$ cat src/rtl/line_buffer_pkg.sv
// Shared definitions for the line_buffer delay line: pointer sizing and reset value.
package line_buffer_pkg;

  localparam logic LB_RESET_VALUE = '0;

  // A depth of 1 still needs a 1-bit pointer so the port never collapses to zero width.
  function automatic int ptr_width(input int depth);
    return (depth <= 1) ? 1 : $clog2(depth);
  endfunction

endpackage

$ cat src/rtl/lb_wrap_counter.sv
// Modulo-MAX counter (0..MAX-1) used as the circular-buffer pointer of line_buffer.
module lb_wrap_counter
  import line_buffer_pkg::*;
#(
  parameter  int MAX = 10,
  localparam int W   = ptr_width(MAX)
) (
  input  logic         clk,
  input  logic         rst,
  input  logic         inc,
  output logic [W-1:0] cnt
);

  // Explicit compare so non-power-of-two MAX wraps correctly.
  // NOTE: sequential state uses non-blocking assignments so every flop samples pre-edge values.
  always_ff @(posedge clk or negedge rst) begin
    if (!rst) begin
      cnt <= '0;
    end else if (inc) begin
      cnt <= (cnt == W'(MAX - 1)) ? '0 : cnt + 1'b1;
    end
  end

endmodule

$ cat src/rtl/line_buffer.sv
// Fixed delay line: y_out reproduces x_in exactly DEPTH_SIZE cycles later via a circular buffer.
module line_buffer
  import line_buffer_pkg::*;
#(
  parameter int DEPTH_SIZE = 10,
  parameter int DATA_WIDTH = 1
) (
  input  logic                  clk,
  input  logic                  rst,
  input  logic [DATA_WIDTH-1:0] x_in,
  output logic [DATA_WIDTH-1:0] y_out
);

  localparam int PTR_W = ptr_width(DEPTH_SIZE);

  if (DEPTH_SIZE < 1 || DEPTH_SIZE > 1024) begin : g_bad_depth
    $error("line_buffer: DEPTH_SIZE must be in 1..1024");
  end

  logic [PTR_W-1:0]      ptr;
  logic [DATA_WIDTH-1:0] mem [DEPTH_SIZE];

  lb_wrap_counter #(
    .MAX (DEPTH_SIZE)
  ) u_ptr (
    .clk (clk),
    .rst (rst),
    .inc (1'b1),
    .cnt (ptr)
  );

  // Read-before-write at the same slot: the entry being overwritten is the one
  // written DEPTH_SIZE cycles ago, which is exactly the sample to emit.
  // NOTE: the array is held in flops with an async clear so stale history never leaks out after reset.
  always_ff @(posedge clk or negedge rst) begin
    if (!rst) begin
      y_out <= {DATA_WIDTH{LB_RESET_VALUE}};
      for (int i = 0; i < DEPTH_SIZE; i++) begin
        mem[i] <= {DATA_WIDTH{LB_RESET_VALUE}};
      end
    end else begin
      y_out    <= mem[ptr];
      mem[ptr] <= x_in;
    end
  end

endmodule

$ cat config.mk
export PLATFORM = sky130hd
export DESIGN_NAME = line_buffer
export DESIGN_NICKNAME = d
export VERILOG_FILES = /design/src/rtl/line_buffer_pkg.sv /design/src/rtl/lb_wrap_counter.sv /design/src/rtl/line_buffer.sv
export SDC_FILE = /design/constraint.sdc
export NUM_CORES = 1
export LEC_CHECK = 0
export BUFFER_PORTS_ARGS = -buffer_cell sky130_fd_sc_hd__buf_2
export CAP_MARGIN = 15
export CORE_MARGIN = 10
export CORE_UTILIZATION = 50
export CTS_CLUSTER_SIZE = 12
export DETAILED_ROUTE_END_ITERATION = 7
export HOLD_SLACK_MARGIN = 0.02
export PLACE_DENSITY_LB_ADDON = 0.2
export SLEW_MARGIN = 5
export SYNTH_ARGS = -nofsm -noshare
export SYNTH_HDL_FRONTEND = slang
export SYNTH_SLANG_ARGS = --single-unit
$ cat constraint.sdc
create_clock -name clk -period 2 [get_ports clk]
set_input_delay 0.3 -clock clk [delete_from_list [all_inputs] [get_ports clk]]
set_output_delay 0.3 -clock clk [all_outputs]
set_load 0.01 [all_outputs]
Word-level counts from Yosys, hierarchy flattened
Index checks and enable logic that the tools add are counted.
Cells by class
  add/sub/neg operators: 1
  reduce and logical (&&, ||, !) cells: 1
  bitwise logic cells: 1
  equal/unequal tests: 1
  mux-type cells: 7
  magnitude comparators: 2
Operator list (number)
  10-bit bitwise mux: 1
  5-bit >= comparator, second input constant: 1
  5-bit by 1-bit less-than comparator with 1-bit output, second input constant: 1
  4-bit inverter with 5-bit output: 1
  4-bit by 1-bit adder with 4-bit output, second input constant: 1
  1-bit binary-select mux with 4-bit select: 1
  1-bit demux with 4-bit select: 1
  4-bit equality test, second input constant: 1
  4-bit two-way mux: 1
  1-bit two-way mux: 3
  1-bit logical AND: 1
Storage, ports and cells
  output and inout bits: 1
  input bits: 3
  bits in registers: 15
  word-level logic and storage cells: 25

Longest topological paths before layout
  depth after elaboration: 6
  gate-level depth with buffers: 4
  mapped depth without buffers: 3

Cells and area by module
Synthesis repeated with hierarchy kept, for this count alone.
Second synthesis, totals
  cell total of the unflattened synthesis: 64
  area, all modules: 757.0 µm²
By module, submodules not included
  line_buffer: cells each 48, instances 1, area each 571.8 µm²
  lb_wrap_counter: cells each 16, instances 1, area each 185.2 µm²

Least setup slack after synthesis
No wires, ideal clock.
  path type: reg2reg
  start point: register u_ptr.cnt[0]
  end point: register y_out
  buffers on the path: 0
  clock period less this slack: 1.368 ns
  stages on the path, launching flop included: 3
  data arrival time: 1.240 ns
  setup time: 0.129 ns
  slack: 0.632 ns
  cell sequence: dfrtp_1 > mux4_2 > a2111o_1
Between the ends
  word-level cells in the longest chain between the ends: 4
Ends and longest elaborated chain
  from (decl): RTL line lb_wrap_counter.sv:11  | output logic [W-1:0] cnt
  from (signal assigned): RTL line lb_wrap_counter.sv:20  | cnt <= (cnt == W'(MAX - 1)) ? '0 : cnt + 1'b1;
  4-bit inverter with 5-bit output (implied by the code): RTL line line_buffer.sv:42  | y_out <= mem[ptr];
  1-bit binary-select mux with 4-bit select: RTL line line_buffer.sv:42
  1-bit two-way mux (implied by the code) (2 in a row): RTL line line_buffer.sv:42
  to (signal assigned): RTL line line_buffer.sv:37  | y_out <= {DATA_WIDTH{LB_RESET_VALUE}};
  to (signal assigned): RTL line line_buffer.sv:42
  to (decl): RTL line line_buffer.sv:11  | output logic [DATA_WIDTH-1:0] y_out
No other way between the ends. The select of a mux whose other input is x is not followed.

Final worst setup path
Same ends and word-level chain as after synthesis.

==> qor.csv <==
stage,metric,value,unit
global_route,GRT Total Usage,7.09,%
drt,drt drc,0,
drt,Antenna Nets Post-Route,0,
synth,syn nets,64,
setup_path,worst flop-to-flop path endpoint,y_out,
placement,GPL Wtd Cong,0.733,
synth,post-synth top area share,52.5,%
drt,First-pass DRT Iterations,4,
synth,syn_area_per_cell,11.7,sq um
setup_path,crit path to,y_out,
synth,dominant cell type by area after synthesis,dfrtp_1,
cells_and_area,FILL cells,104,
timing,final hold violation count,0,
timing,RSZ-0062 raised after global routing,no,
global_route,total global routing overflow,0,
synth,Syn Inst Count,61,
clock_tree,TritonCTS clock tree,built,
synth,synth top area cells,"dfrtp_1 53%, mux2_2 16%, mux2i_1 5.6%",
setup_path,critical path data required time,2.16,ns
clock_tree,CTS buffer count,3,
clock_tree,H-Tree Depth,1,
setup_path,"Arr. time, crit path",1.68,ns
synth,post-synthesis sequential area ratio,52.5,%
timing,Final Max Tran Viols,0,
clock_tree,postcts setup bufs,0,
timing,Final Skew,0.00235,ns
pwr,Max VDD drop,0.396,mV
setup_path,crit path from,u_ptr.cnt[0],
outcome,status,finished clean,
timing,Setup-failing EPs final,0,
setup_path,CP max FO,6,
clock_tree,CTS root buf,clkbuf_4,
synth,library cells used by synthesis,15,
setup_path,r2r setup slk,0.48,ns
drt,DR vias,444,
synth,mux cell area share after synthesis,24.5,%
timing,Min Hold Slack,0.397,ns
placement,HPWL after DPL,817,microns
synth,Post-Synth Adder-Cell Area,0,%
clock_tree,Clock Path Buffers,2,
global_route,first-pass GRT wire length,1.93,mm
die,row count,13,
timing,worst-margin pin slew,0.334,ns
synth,post-synthesis xor/xnor area fraction,1.23,%
drt,Routed WL,1.15,mm
worst_hold_path,min-delay worst type,in -> reg,
timing,Slew HR,77.8,%
drt,DR WL/cell,14.2,microns
pwr,PD cells,669,nW/um^2
setup_path,crit start category,flip-flop,
cells_and_area,antenna cells,0,
clock_tree,clock latency on the worst-skew pair,0.27,ns
drt,Avg Vias per Cell,5.48,
synth,Synth Area in Simple Gates,13.1,%
die,Die Wd,57.8,microns
pwr,Static Leak,0.349,nW
synth,Post-Syn Area,714,sq um
die,Core Region,1320,sq um
timing,fmax,658,MHz
setup_path,Setup crit end kind,flip-flop,
placement,Setup WS pre-CTS,0.488,ns
cells_and_area,Area growth syn-to-layout,8.06,%
synth,Yosys warning count,0,
global_route,initial antenna violation count,0,
drt,Iteration-0 DRC Markers,12,
timing,post-layout min period,1.52,ns
global_route,largest net degree at the start of global routing,16,
placement,port buffer count,3,
timing,Tcrit/Tclk final,75.9,%
clock_tree,Clock transition at path regs,0.09,ns
setup_path,reg2reg start,u_ptr.cnt[0],
die,IO Pins,4,
cells_and_area,Reg area,375,sq um
die,Initial Utilization,54.2,%
cells_and_area,Nets,70,
timing,post-route setup slack,0.481,ns
timing,final setup TNS,0,ns
die,Die Ht,57.8,microns
synth,synthesized flop and latch total,15,
cells_and_area,share of layout cells above drive strength 1,27.3,%
worst_hold_path,Hold Crit Depth,2,
cells_and_area,area of the multi-input gates,308,sq um
synth,largest family of logic cells by synthesized area,multiplexers,
run,max_cap viols,0,
setup_path,worst setup path class,reg -> reg,
die,die area,3340,sq um
clock_tree,clk sinks,15,
setup_path,Reg2Reg Depth,2,
global_route,vias in the first global route,444,
synth,Compound-Gate Fraction of Synth Area,4.20,%
-- Yosys cell counts --
master,count
nor2_1,5
buf_2,4
dfrtp_1,15
mux2i_1,4
mux2_2,10
mux4_2,1
nand2b_1,4
a22o_1,1
o21ai_0,2
nor3_1,8
a2111o_1,1
xnor2_1,1
nor4_1,1
nand2_1,1
inv_1,3
-- where the power goes --
part           leakage (nW)  internal (W)  switching, W
registers             0.175      0.000314    0.00000529
clock network        0.0150     0.0000772     0.0000916
logic                 0.160     0.0000145     0.0000136
total                 0.349      0.000406      0.000110
-- worst min path at each step --
stage / start / to / slack, ns
final: x_in / mem[6] / 0.40
after global routing: x_in / mem[0] / 0.39
after CTS: x_in / mem[6] / 0.38
after detailed placement: rst / mem[8] / 0.22
after global placement: rst / mem[8] / 0.22
after floorplan: rst / mem[0] / 0.004
-- routing by layer --
layer / share of wire, % / routed length [microns] / track usage (%) / up-vias
li1: - / - / - / 224
met1: 49 / 568 / 8.52 / 211
met2: 44 / 506 / 10.7 / 7
met3: 5.4 / 62 / 2.40 / 2
met4: 1.0 / 12 / 4.03 / 0
met5: 0 / 0 / 0 / -
-- cells in the final DEF (no fill, tap or decap) --
| cell type | count |
|---|---|
| inv_1 | 3 |
| a22o_1 | 1 |
| nor2_1 | 5 |
| a2111o_1 | 1 |
| mux4_2 | 1 |
| buf_2 | 3 |
| xnor2_1 | 1 |
| o21ai_0 | 2 |
| nand2b_1 | 4 |
| nand2_1 | 1 |
| nor4_1 | 1 |
| dfrtp_1 | 15 |
| clkbuf_4 | 3 |
| mux2i_1 | 4 |
| clkbuf_1 | 1 |
| buf_4 | 1 |
| nor3_1 | 8 |
| mux2_2 | 10 |
| dlygate4sd3_1 | 1 |
-- flip-flops by register name (all words and copies together) (netlist names) --
signal,count
mem,10
u_ptr.cnt,4
y_out,1
-- through the flow --
| stage | cells | utilization, % | power [W] | instance area (sq um) |
|---|---|---|---|---|
| 2_1_floorplan | 61 | - | 0.000338 | 714 |
| 3_3_place_gp | 76 | 55.8 | 0.000352 | 736 |
| 3_5_place_dp | 76 | 55.8 | 0.000353 | 736 |
| 4_1_cts | 81 | 58.6 | 0.000526 | 772 |
| 5_1_grt | 81 | 58.6 | 0.000537 | 772 |
| 6_report | 81 | 58.6 | 0.000516 | 772 |
-- final cells by class --
| cell class | instances | share of cell area [%] |
|---|---|---|
| Clock buffer | 4 | 3.40 |
| Inverter | 3 | 1.46 |
| Tap cell | 15 | 2.43 |
| Multi-Input combinational cell | 39 | 39.9 |
| Timing Repair Buffer | 5 | 4.21 |
| Sequential cell | 15 | 48.6 |
-- cell families after synthesis --
| kind of cell | count (synthesis) |
|---|---|
| AO/OA/AOI/OAI | 4 |
| XOR/XNOR | 1 |
| buffers and inverters | 7 |
| flip-flops | 15 |
| multiplexers | 15 |
| AND/OR/NAND/NOR | 19 |
-- critical path, stage by stage, from the launching register on --
cell and delay, ns:
dfrtp_1 0.47, mux4_2 0.53, a2111o_1 0.41
-- timing repair --
item	CTS	global route
hold endpoints to repair	15	0
hold buffers	1	0
gates resized for setup	0	0
(Power assumes the default switching activity.)
